==> config.mk <==
export PLATFORM = sky130hd
export DESIGN_NAME = spi_afe_master
export DESIGN_NICKNAME = d
export VERILOG_FILES = /design/src/rtl/spi_afe_pkg.sv /design/src/rtl/spi_afe_tick.sv /design/src/rtl/spi_afe_master.sv
export SDC_FILE = /design/constraint.sdc
export NUM_CORES = 1
export LEC_CHECK = 0
export ABC_AREA = 0
export CORE_ASPECT_RATIO = 1.25
export CORE_MARGIN = 5
export CORE_UTILIZATION = 35
export CTS_CLUSTER_SIZE = 10
export DETAILED_ROUTE_END_ITERATION = 8
export DONT_BUFFER_PORTS = 1
export PLACE_DENSITY_LB_ADDON = 0.25
export SKIP_CTS_REPAIR_TIMING = 1
export SLEW_MARGIN = 25
export SYNTH_ARGS = -nofsm -noshare
export SYNTH_HDL_FRONTEND = slang
export SYNTH_SLANG_ARGS = --single-unit
export TNS_END_PERCENT = 30
==> constraint.sdc <==
create_clock -name sys_clk -period 4.3 [get_ports sys_clk]
set_input_delay 0.86 -clock sys_clk [delete_from_list [all_inputs] [get_ports sys_clk]]
set_output_delay 0.86 -clock sys_clk [all_outputs]
set_load 0.03 [all_outputs]
==> src/rtl/spi_afe_pkg.sv <==
// Shared types and widths for the AFE SPI master: state encoding, bus widths, length decode.
package spi_afe_pkg;

  localparam int SPI_LEN_W  = 5;
  localparam int SPI_DATA_W = 32;
  localparam int SPI_DIV_W  = 8;
  localparam int SPI_CNT_W  = SPI_LEN_W + 1;
  // Phase counter must cover the LATCH phase, which is twice the SCK half-period.
  localparam int PH_W       = SPI_DIV_W + 1;

  typedef enum logic [2:0] {
    S_IDLE,
    S_SETUP,
    S_SHIFT_H,
    S_SHIFT_L,
    S_LATCH,
    S_DONE
  } spi_state_e;

  function automatic logic [SPI_CNT_W-1:0] decode_len(input logic [SPI_LEN_W-1:0] len);
    return (len == '0) ? SPI_CNT_W'(SPI_DATA_W) : {1'b0, len};
  endfunction

endpackage

==> src/rtl/spi_afe_tick.sv <==
// Phase timer: strobes tick_o on the last cycle of a phase of phase_len_i cycles.
// Restarts whenever the controlling FSM changes state; held cleared while idle.
module spi_afe_tick
  import spi_afe_pkg::*;
(
  input  logic            sys_clk,
  input  logic            sys_rst,
  input  logic            clear_i,
  input  logic            restart_i,
  input  logic [PH_W-1:0] phase_len_i,
  output logic            tick_o
);

  logic [PH_W-1:0] cnt_q, cnt_d;

  always_comb begin
    cnt_d = cnt_q + PH_W'(1);
    if (clear_i || restart_i) begin
      cnt_d = '0;
    end
  end

  always_ff @(posedge sys_clk or posedge sys_rst) begin
    if (sys_rst) begin
      cnt_q <= '0;
    end else begin
      cnt_q <= cnt_d;
    end
  end

  assign tick_o = (cnt_q == phase_len_i - PH_W'(1));

endmodule

==> src/rtl/spi_afe_master.sv <==
// Single-word SPI mode-0 master for the AFE link; response CLK_DIV*(3+2*len)+1 cycles after accept.
// No command queueing (cmd_ready only in IDLE); readback capture compiled in by SPI_AFE_READBACK_EN.
module spi_afe_master
  import spi_afe_pkg::*;
#(
  parameter int CLK_DIV = 4
) (
  input  logic                  sys_clk,
  input  logic                  sys_rst,
  input  logic                  cmd_valid,
  output logic                  cmd_ready,
  input  logic [SPI_DATA_W-1:0] cmd_wdata,
  input  logic [SPI_LEN_W-1:0]  cmd_len,
  input  logic [1:0]            cmd_dev,
  output logic                  rsp_valid,
  output logic [SPI_DATA_W-1:0] rsp_rdata,
  output logic                  busy,
  output logic                  spi_clk_o,
  output logic                  spi_mosi_o,
  input  logic                  spi_miso_i,
  output logic                  spi_sel,
  output logic                  sel0,
  output logic                  sel1
);

  localparam logic [PH_W-1:0] HALF_LEN  = PH_W'(CLK_DIV);
  localparam logic [PH_W-1:0] LATCH_LEN = PH_W'(2 * CLK_DIV);

  spi_state_e            state_q, state_d;
  logic [SPI_DATA_W-1:0] tx_q, tx_d;
  logic [SPI_CNT_W-1:0]  len_q, len_d;
  logic [SPI_CNT_W-1:0]  bit_cnt_q, bit_cnt_d;
  logic [1:0]            dev_q, dev_d;
  logic                  sck_q, mosi_q, latch_q, rsp_valid_q;
  logic [1:0]            sel_q;
  logic                  tick;
  logic                  accept;

  assign accept    = (state_q == S_IDLE) && cmd_valid;
  assign cmd_ready = (state_q == S_IDLE);
  assign busy      = (state_q != S_IDLE);

  spi_afe_tick u_tick (
    .sys_clk     (sys_clk),
    .sys_rst     (sys_rst),
    .clear_i     (state_q == S_IDLE),
    .restart_i   (state_d != state_q),
    .phase_len_i ((state_q == S_LATCH) ? LATCH_LEN : HALF_LEN),
    .tick_o      (tick)
  );

  // tx is left-aligned so the next MOSI bit is always the MSB.
  always_comb begin
    state_d   = state_q;
    tx_d      = tx_q;
    len_d     = len_q;
    dev_d     = dev_q;
    bit_cnt_d = bit_cnt_q;
    case (state_q)
      S_IDLE: begin
        if (cmd_valid) begin
          state_d   = S_SETUP;
          len_d     = decode_len(cmd_len);
          tx_d      = cmd_wdata << (SPI_CNT_W'(SPI_DATA_W) - len_d);
          dev_d     = cmd_dev;
          bit_cnt_d = '0;
        end
      end
      S_SETUP:   if (tick) state_d = S_SHIFT_H;
      S_SHIFT_H: begin
        if (tick) begin
          state_d   = S_SHIFT_L;
          bit_cnt_d = bit_cnt_q + SPI_CNT_W'(1);
          tx_d      = tx_q << 1;
        end
      end
      S_SHIFT_L: if (tick) state_d = (bit_cnt_q == len_q) ? S_LATCH : S_SHIFT_H;
      S_LATCH:   if (tick) state_d = S_DONE;
      S_DONE:    state_d = S_IDLE;
      default:   state_d = S_IDLE;
    endcase
  end

  // Pins are registered from next-state so they line up with the state they belong to.
  always_ff @(posedge sys_clk or posedge sys_rst) begin
    if (sys_rst) begin
      state_q     <= S_IDLE;
      tx_q        <= '0;
      len_q       <= '0;
      bit_cnt_q   <= '0;
      dev_q       <= '0;
      sck_q       <= 1'b0;
      mosi_q      <= 1'b0;
      latch_q     <= 1'b0;
      sel_q       <= '0;
      rsp_valid_q <= 1'b0;
    end else begin
      state_q     <= state_d;
      tx_q        <= tx_d;
      len_q       <= len_d;
      bit_cnt_q   <= bit_cnt_d;
      dev_q       <= dev_d;
      sck_q       <= (state_d == S_SHIFT_H);
      mosi_q      <= (state_d inside {S_SETUP, S_SHIFT_H, S_SHIFT_L}) && tx_d[SPI_DATA_W-1];
      latch_q     <= (state_d == S_LATCH);
      sel_q       <= (state_d inside {S_SETUP, S_SHIFT_H, S_SHIFT_L, S_LATCH}) ? dev_d : 2'b00;
      rsp_valid_q <= (state_d == S_DONE);
    end
  end

`ifdef SPI_AFE_READBACK_EN
  logic [SPI_DATA_W-1:0] rx_q, rx_d, rdata_q;

  always_comb begin
    rx_d = rx_q;
    if (accept) begin
      rx_d = '0;
    end else if (state_q == S_SHIFT_H && tick) begin
      rx_d = {rx_q[SPI_DATA_W-2:0], spi_miso_i};
    end
  end

  always_ff @(posedge sys_clk or posedge sys_rst) begin
    if (sys_rst) begin
      rx_q    <= '0;
      rdata_q <= '0;
    end else begin
      rx_q <= rx_d;
      if (state_d == S_DONE) rdata_q <= rx_q;
    end
  end

  assign rsp_rdata = rdata_q;
`else
  logic unused_miso;
  assign unused_miso = spi_miso_i;
  assign rsp_rdata   = '0;
`endif

  assign rsp_valid  = rsp_valid_q;
  assign spi_clk_o  = sck_q;
  assign spi_mosi_o = mosi_q;
  assign spi_sel    = latch_q;
  assign {sel1, sel0} = sel_q;

endmodule

# ---- Word-level counts from Yosys, hierarchy flattened
# Cells that the tools add are included.
dict set report totals {
  mem_bits_rw 0
  mem_bits_ro 0
  input_bits 43
  latch_bits 0
  reg_bits 64
  mem_count 0
}
dict set report op_classes {
  addsub 4
  n_reduce_logical 10
  bitwise_logic 0
  mux 19
  multipliers 0
  shifts 1
  n_lt_le_gt_ge 0
  n_div 0
  n_eq_ne 14
}
# op count
set op_table {}
lappend op_table {{$mux 32} 2}
lappend op_table {{$pmux 32 s2} 1}
lappend op_table {{$shl 32x6->32} 1}
lappend op_table {{$mux 3} 6}
lappend op_table {{$mux 6} 3}
lappend op_table {{$pmux 3 s5} 1}
lappend op_table {{$eq 3x2->1 const B} 4}
lappend op_table {{$pmux 6 s2} 1}
lappend op_table {{$add 9x1->9 const B} 1}
lappend op_table {{$eq 3x3->1 const B} 3}
lappend op_table {{$eq 9x9->1} 1}
lappend op_table {{$mux 9} 1}
lappend op_table {{$add 6x1->6 const B} 1}
lappend op_table {{$eq 3x1->1 const B} 2}
lappend op_table {{$eq 6x6->1} 1}
lappend op_table {{$mux 2} 3}
lappend op_table {{$reduce_bool 3->1} 2}
lappend op_table {{$sub 6x6->6 const A} 1}
lappend op_table {{$logic_not 5->1} 1}
lappend op_table {{$sub 4x1->5 const B} 1}
lappend op_table {{$mux 4} 1}
lappend op_table {{$ne 2x2->1 const B} 2}
lappend op_table {{$reduce_bool 4->1} 1}
lappend op_table {{$logic_not 3->1} 1}
lappend op_table {{other kinds (6)} 6}

# ---- Logic depth before layout (Yosys ltp)
# Gate-level depths: netlist of run 1.
dict set report logic_depth {
  word_depth 9
  mapped_depth 14
  depth_no_buf 7
}

# ---- Hierarchy
# From an unflattened synthesis of run 1, not the netlist that was laid out.
dict set report unflattened {
  hier_cells 528
  hier_area_um2 5089.9
}
# mod n_inst seq_area_each_um2 cells_each area_per_inst_um2
set modules_own_cells {}
lappend modules_own_cells {spi_afe_master 1 1376.3 444 4394.2}
lappend modules_own_cells {spi_afe_tick 1 225.2 84 695.7}

# ---- Worst setup path after synthesis of run 1
# No wires, ideal clock.
dict set report synth_path {
  kind {input to register}
  startpoint {input cmd_len[0]}
  endpoint {register tx_q[30]}
  required_ps 4168
  arrival_ps 3532
  cell_stages 12
  path_slack_ps 637
  cell_sequence {buf_4 clkinv_1 buf_2 buf_2 ha_1 buf_6 buf_12 buf_4 mux2_2 mux4_2 o311ai_0 o22ai_1}
}
dict set report synth_via {
  elab_chain_len 6
}
# item line
set synth_rtl {}
lappend synth_rtl {{start: declaration} spi_afe_master.sv:13} ;# input logic [SPI_LEN_W-1:0] cmd_len,
lappend synth_rtl {{$logic_not 5->1} spi_afe_pkg.sv:21} ;# return (len == '0) ? SPI_CNT_W'(SPI_DATA_W) : {1'b0, len};
lappend synth_rtl {{$mux 6 *} spi_afe_pkg.sv:21}
lappend synth_rtl {{$sub 6x6->6 *} spi_afe_master.sv:64} ;# tx_d = cmd_wdata << (SPI_CNT_W'(SPI_DATA_W) - len_d);
lappend synth_rtl {{$shl 32x6->32 *} spi_afe_master.sv:64}
lappend synth_rtl {{$mux 32 *} spi_afe_master.sv:61} ;# if (cmd_valid) begin
lappend synth_rtl {{$pmux 32 s2 *} spi_afe_master.sv:59} ;# case (state_q)
lappend synth_rtl {{end signal: assignment} spi_afe_master.sv:99} ;# tx_q <= tx_d;
lappend synth_rtl {{end: declaration} spi_afe_master.sv:30} ;# logic [SPI_DATA_W-1:0] tx_q, tx_d;
# Mark *: on every way between the ends. The rest lies on a longest branch, timed or not. The select of a mux whose other input is x is not followed.
# A chain may end at the register's enable or synchronous reset.

# ---- Worst setup path after layout of run 1
# Ends and elaborated chain as after synthesis.

==> results.tsv, run 1 <==
metric	value	unit
hpwl dp	9280	um
CP Launch Type	input pin	
setup slack at placement	0.832	ns
Std-Cell Rows	48	
async set-reset flop share out of synthesis	100	%
1st-iter DRT viols	204	
Max Buffers Root-to-Sink	2	
Slew Limit Fails	0	
outcome	complete, no violations	
count leader, synth	dfrtp_1	
synth unique cells	61	
clock latency on the worst-skew pair	0.32	ns
Worst Hold Slack	0.484	ns
synth top area cells	dfrtp_1 33%, mux4_2 12%, mux2i_1 6.7%	
fin nets	535	
layout cells sized above 1	16.2	%
max_cap viols	0	
Root Buffer	clkbuf_16	
final hold vios	0	
post-synthesis cell area	4900	um2
worst-margin pin slew	0.804	ns
DRC	0	
Yosys reg bits	64	
H-tree depth	3	
Clk pin slew, worst setup/hold paths	0.05	ns
Pwr Total	0.00254	W
Rel. slew slack	46.4	%
DIE WIDTH	116	um
global-route wire length before repair	20300	um
Slowest cell on crit path	ha_2	
final antenna-violating net count	0	
vias in the first global route	3906	
largest net degree at the start of global routing	41	
Area growth syn-to-layout	5.97	%
pwr dens	488	nW/um2
RSZ-0062 raised after global routing	no	
sequential area share after synthesis	32.7	%
initial antenna violation count	0	
post-synth top area share	32.7	%
Finished Layout Cells	669	
final setup margin	1.16	ns
CTS tree	built	
Most used DFF post-synth	dfrtp_1	
Setup Total Neg Slack	0	ns
Avg Synthesized Cell Area	9.79	um2
cell accounting for the most synthesized area	dfrtp_1	
# IOs	83	
number of port buffers	0	
Vias	3732	
Synth top cells by count	64 x dfrtp_1, 54 x nand2_1, 36 x buf_4, 33 x mux2i_1, 33 x nor2_1	
Largest stage delay, worst path	0.68	ns
die height	142	um
grt ovf	0	
Worst Path Arrival	3.33	ns
GP Congestion	0.871	
fin crit share	72.9	%
min Tclk post-route	3.14	ns
CP Capture Type	flop	
Post-synth EDFFs	0	
dpl cells	653	
Final setup violation count	0	
worst hold path type	flop to flop	
CP cell instances	clkinv_1 > ha_2 > buf_4 > mux2_2 > mux4_2 > o311ai_0 > o22ai_1	
DR WL/cell	18.1	um
P_leak	2.29	nW
Initial Util	35.5	%
clock sinks	64	
ant diodes	0	
full die area	16500	um2
synth warn	0	
Synth Instances	501	
clock skew	0.00440	ns
first drt pass iteration count	4	
vias per cell	5.58	
fmax	319	MHz
core area	13800	um2
final wirelength	12100	um
Crit Path Class	input pin to flop	
maximum fanout along the worst path	24	
VDD IR max	0.213	mV
Worst EP required	4.49	ns
TritonCTS Buffers	9	
gr usage total	15.3	%
## layer usage
| metal | share of wire (%) | vias up | wire (um) | global-route usage [%] |
|---|---|---|---|---|
| met5 | 0 | - | 0 | 0 |
| met4 | 1.9 | 0 | 231 | 4.95 |
| met3 | 5.1 | 18 | 615 | 3.91 |
| met2 | 49 | 96 | 6000 | 24.8 |
| met1 | 44 | 1846 | 5290 | 20.0 |
| li1 | - | 1772 | - | - |
## per-stage QoR
stage / util (%) / cell area [um2]
after global routing: 37.6 / 5200
after global placement: 35.7 / 4930
final: 37.6 / 5200
after floorplan: - / 5020
after CTS: 37.6 / 5200
after detailed placement: 35.7 / 4930
## report_power, final
part	switching (W)	leakage (nW)	internal, W
clock	0.000250	0.130	0.000404
sequential	0.000149	0.842	0.000793
combinational	0.000558	1.32	0.000383
## area by class of cell
class | count | area [um2]
clock buffers | 13 | 250
clock inverters | 3 | 17.5
fillers | 1423 | 8620
inverters | 11 | 41.3
multi-input cells | 390 | 2970
flip-flops and latches | 64 | 1600
well taps | 175 | 219
repair buffers | 13 | 97.6
## layout by cell type (no fill, tap or decap), types with 7 or more instances in the layout
cell,count
xnor2_1,10
nand3_1,20
a22oi_1,8
and3_1,17
conb_1,32
dfrtp_1,64
mux2_2,14
a221o_1,9
nand4_1,7
inv_1,9
mux4_2,26
clkbuf_16,9
o21ai_0,16
nor2_1,33
mux2i_1,33
xor2_1,12
buf_4,13
nand2_1,54
a21oi_1,25
## critical path, delay by kind of cell
| family | cells | cell delay, ns |
|---|---|---|
| adder cells (fa/ha/maj) | 1 | 0.68 |
| buffers and inverters | 2 | 0.40 |
| multiplexers | 2 | 0.89 |
| AO/OA/AOI/OAI | 2 | 0.49 |
## path summary, 6_finish.rpt
path                                  from       end  slack, ns  depth (start not counted)
setup reg to reg           u_tick.cnt_q[0]  tx_q[14]       1.63                          5
hold reg to reg                   dev_q[1]  dev_q[1]       0.48                          2
hold / removal                    dev_q[1]  dev_q[1]       0.48                          2
setup / recovery                cmd_len[0]  tx_q[30]       1.16                          7
max in group asynchronous          sys_rst   tx_q[9]       2.86                          2
min in group asynchronous          sys_rst   tx_q[2]       0.55                          1
## logic make-up (layout without fill, tap and decap cells)
family,Yosys count,in the layout,synth area share (%)
multiplexers,74,74,22.4
AO/OA/AOI/OAI,100,100,14.2
adder cells (fa/ha/maj),3,3,0.766
other,1,32,0.0765
XOR/XNOR,24,24,4.44
buffers and inverters,78,40,9.49
flip-flops,64,64,32.7
AND/OR/NAND/NOR,157,157,15.9
## state kept, by name, summed over array words and instances (netlist names)
register and cells:
spi_mosi_o 1, tx_q 32, spi_sel 1, state_q 3
sel_q 2, rsp_valid 1, dev_q 2, spi_clk_o 1
bit_cnt_q 6, len_q 6, u_tick.cnt_q 9
Note: power is estimated with default switching activity, not from simulation.
==> run 2, diff against run 1 <==
==> constraint.sdc (replaced) <==
create_clock -name sys_clk -period 2.9 [get_ports sys_clk]
set_input_delay 0.58 -clock sys_clk [delete_from_list [all_inputs] [get_ports sys_clk]]
set_output_delay 0.58 -clock sys_clk [all_outputs]
set_load 0.03 [all_outputs]
==> results.tsv, run 2 (synthesis results as in run 1) <==
metric	value	unit
outcome	complete, no violations	
Crit Path Class	input pin to flop	
Final setup violation count	0	
Rel. slew slack	46.7	%
max_cap viols	0	
clock sinks	64	
DRC	0	
Max Buffers Root-to-Sink	2	
CP Capture Type	flop	
number of port buffers	0	
first drt pass iteration count	4	
DIE WIDTH	116	um
Clk pin slew, worst setup/hold paths	0.06	ns
Core Util, Final	38.9	%
core area	13800	um2
top flop regs	tx_q: 32 flops, u_tick.cnt_q: 9 flops	
Std-Cell Rows	48	
FF-to-FF setup slack	0.41	ns
vias in the first global route	3997	
DR WL/cell	18.2	um
clock skew	0.00854	ns
P_leak	2.40	nW
grt ovf	0	
maximum fanout along the worst path	21	
Worst EP required	3.09	ns
pwr dens	717	nW/um2
1st-iter DRT viols	163	
Filler cells	1391	
worst r2r path cells	5	
clock latency on the worst-skew pair	0.33	ns
dpl cells	671	
final wirelength	12500	um
CP Launch Type	input pin	
hpwl dp	9810	um
most common cell after layout, fill and taps aside	dfrtp_1	
most frequent cells in the layout	64 x dfrtp_1, 54 x nand2_1, 33 x nor2_1, 33 x mux2i_1, 32 x conb_1	
die height	142	um
fin crit share	88.0	%
full die area	16500	um2
final antenna-violating net count	0	
Worst Path Arrival	2.75	ns
layout cells sized above 1	19.9	%
H-tree depth	3	
Slew Limit Fails	0	
Top delay family on crit path	multiplexers	
worst-margin pin slew	0.796	ns
Largest stage delay, worst path	0.49	ns
max reg flops	32	
Initial Util	35.5	%
gr usage total	15.5	%
Critical R2R Launch	u_tick.cnt_q[0]	
min Tclk post-route	2.55	ns
CP Buf/Inv Count	2	
Slowest cell on crit path	mux4_2	
Finished Layout Cells	687	
vias per cell	5.60	
Largest Register	tx_q	
Root Buffer	clkbuf_16	
GP Congestion	0.909	
CP dominant cell by count	mux2i_1	
CP cell instances	inv_1 > ha_4 > buf_4 > mux2i_1 > mux2i_1 > mux4_2 > o2111ai_1 > nand3_1	
worst hold path type	input pin to async pin	
fmax	392	MHz
TritonCTS Buffers	9	
CTS tree	built	
largest net degree at the start of global routing	35	
fin nets	553	
final hold vios	0	
initial antenna violation count	0	
reg2reg end	tx_q[8]	
ant diodes	0	
VDD IR max	0.320	mV
Vias	3849	
Area growth syn-to-layout	9.57	%
RSZ-0062 raised after global routing	no	
# IOs	83	
global-route wire length before repair	20400	um
run 2: cell types whose count changed in the layout (fill, tap and decap cells not counted), moves of 2 or more:
cell / delta
mux2_4: +4
clkbuf_1: -3
mux2_2: -4
clkinvlp_4: +2
buf_4: +18
run 2: cell type report:
class                      instances  area [um2]  share of cell area, %
multi-input combinational        390        2990                   55.7
sequential                        64        1600                   29.8
timing repair buffer              31         233                   4.33
clock buffer                       9         225                   4.19
tap                              175         219                   4.08
inverter                          11        53.8                   1.00
clock inverter                     7        46.3                  0.862
run 2: how the worst max path moves through the flow:
stage / cells past startpoint / to / from
2_1_floorplan: 12 / tx_q[30] / cmd_len[0]
3_3_place_gp: 8 / tx_q[29] / cmd_len[1]
3_5_place_dp: 8 / tx_q[29] / cmd_len[1]
4_1_cts: 8 / tx_q[29] / cmd_len[1]
5_1_grt: 6 / tx_q[11] / u_tick.cnt_q[0]
6_report: 8 / tx_q[29] / cmd_len[1]
run 2: report_power, final:
group,internal (W),switching [W]
clock network,0.000575,0.000405
registers,0.00118,0.000226
logic,0.000623,0.000846
run 2: per-layer routing:
layer	global-route usage, %	vias to the layer above	part of all wire [%]
met5	0	-	0
met4	5.31	0	2.3
met3	3.32	23	5.9
met2	26.4	118	52
met1	19.2	1907	40
li1	-	1801	-
run 2: through the flow:
| stage | total power, W | setup WS, ns | hold WS, ns | setup TNS [ns] | area [um2] |
|---|---|---|---|---|---|
| 3_5_place_dp | 0.00288 | 0.0312 | 0.468 | 0 | 5100 |
| 2_1_floorplan | 0.00255 | -0.0431 | 0.435 | -0.0431 | 5110 |
| 6_report | 0.00385 | 0.348 | 0.126 | 0 | 5370 |
| 5_1_grt | 0.00410 | 0.216 | 0.146 | 0 | 5370 |
| 4_1_cts | 0.00388 | 0.374 | 0.133 | 0 | 5370 |
| 3_3_place_gp | 0.00285 | 0.0771 | 0.451 | 0 | 5100 |
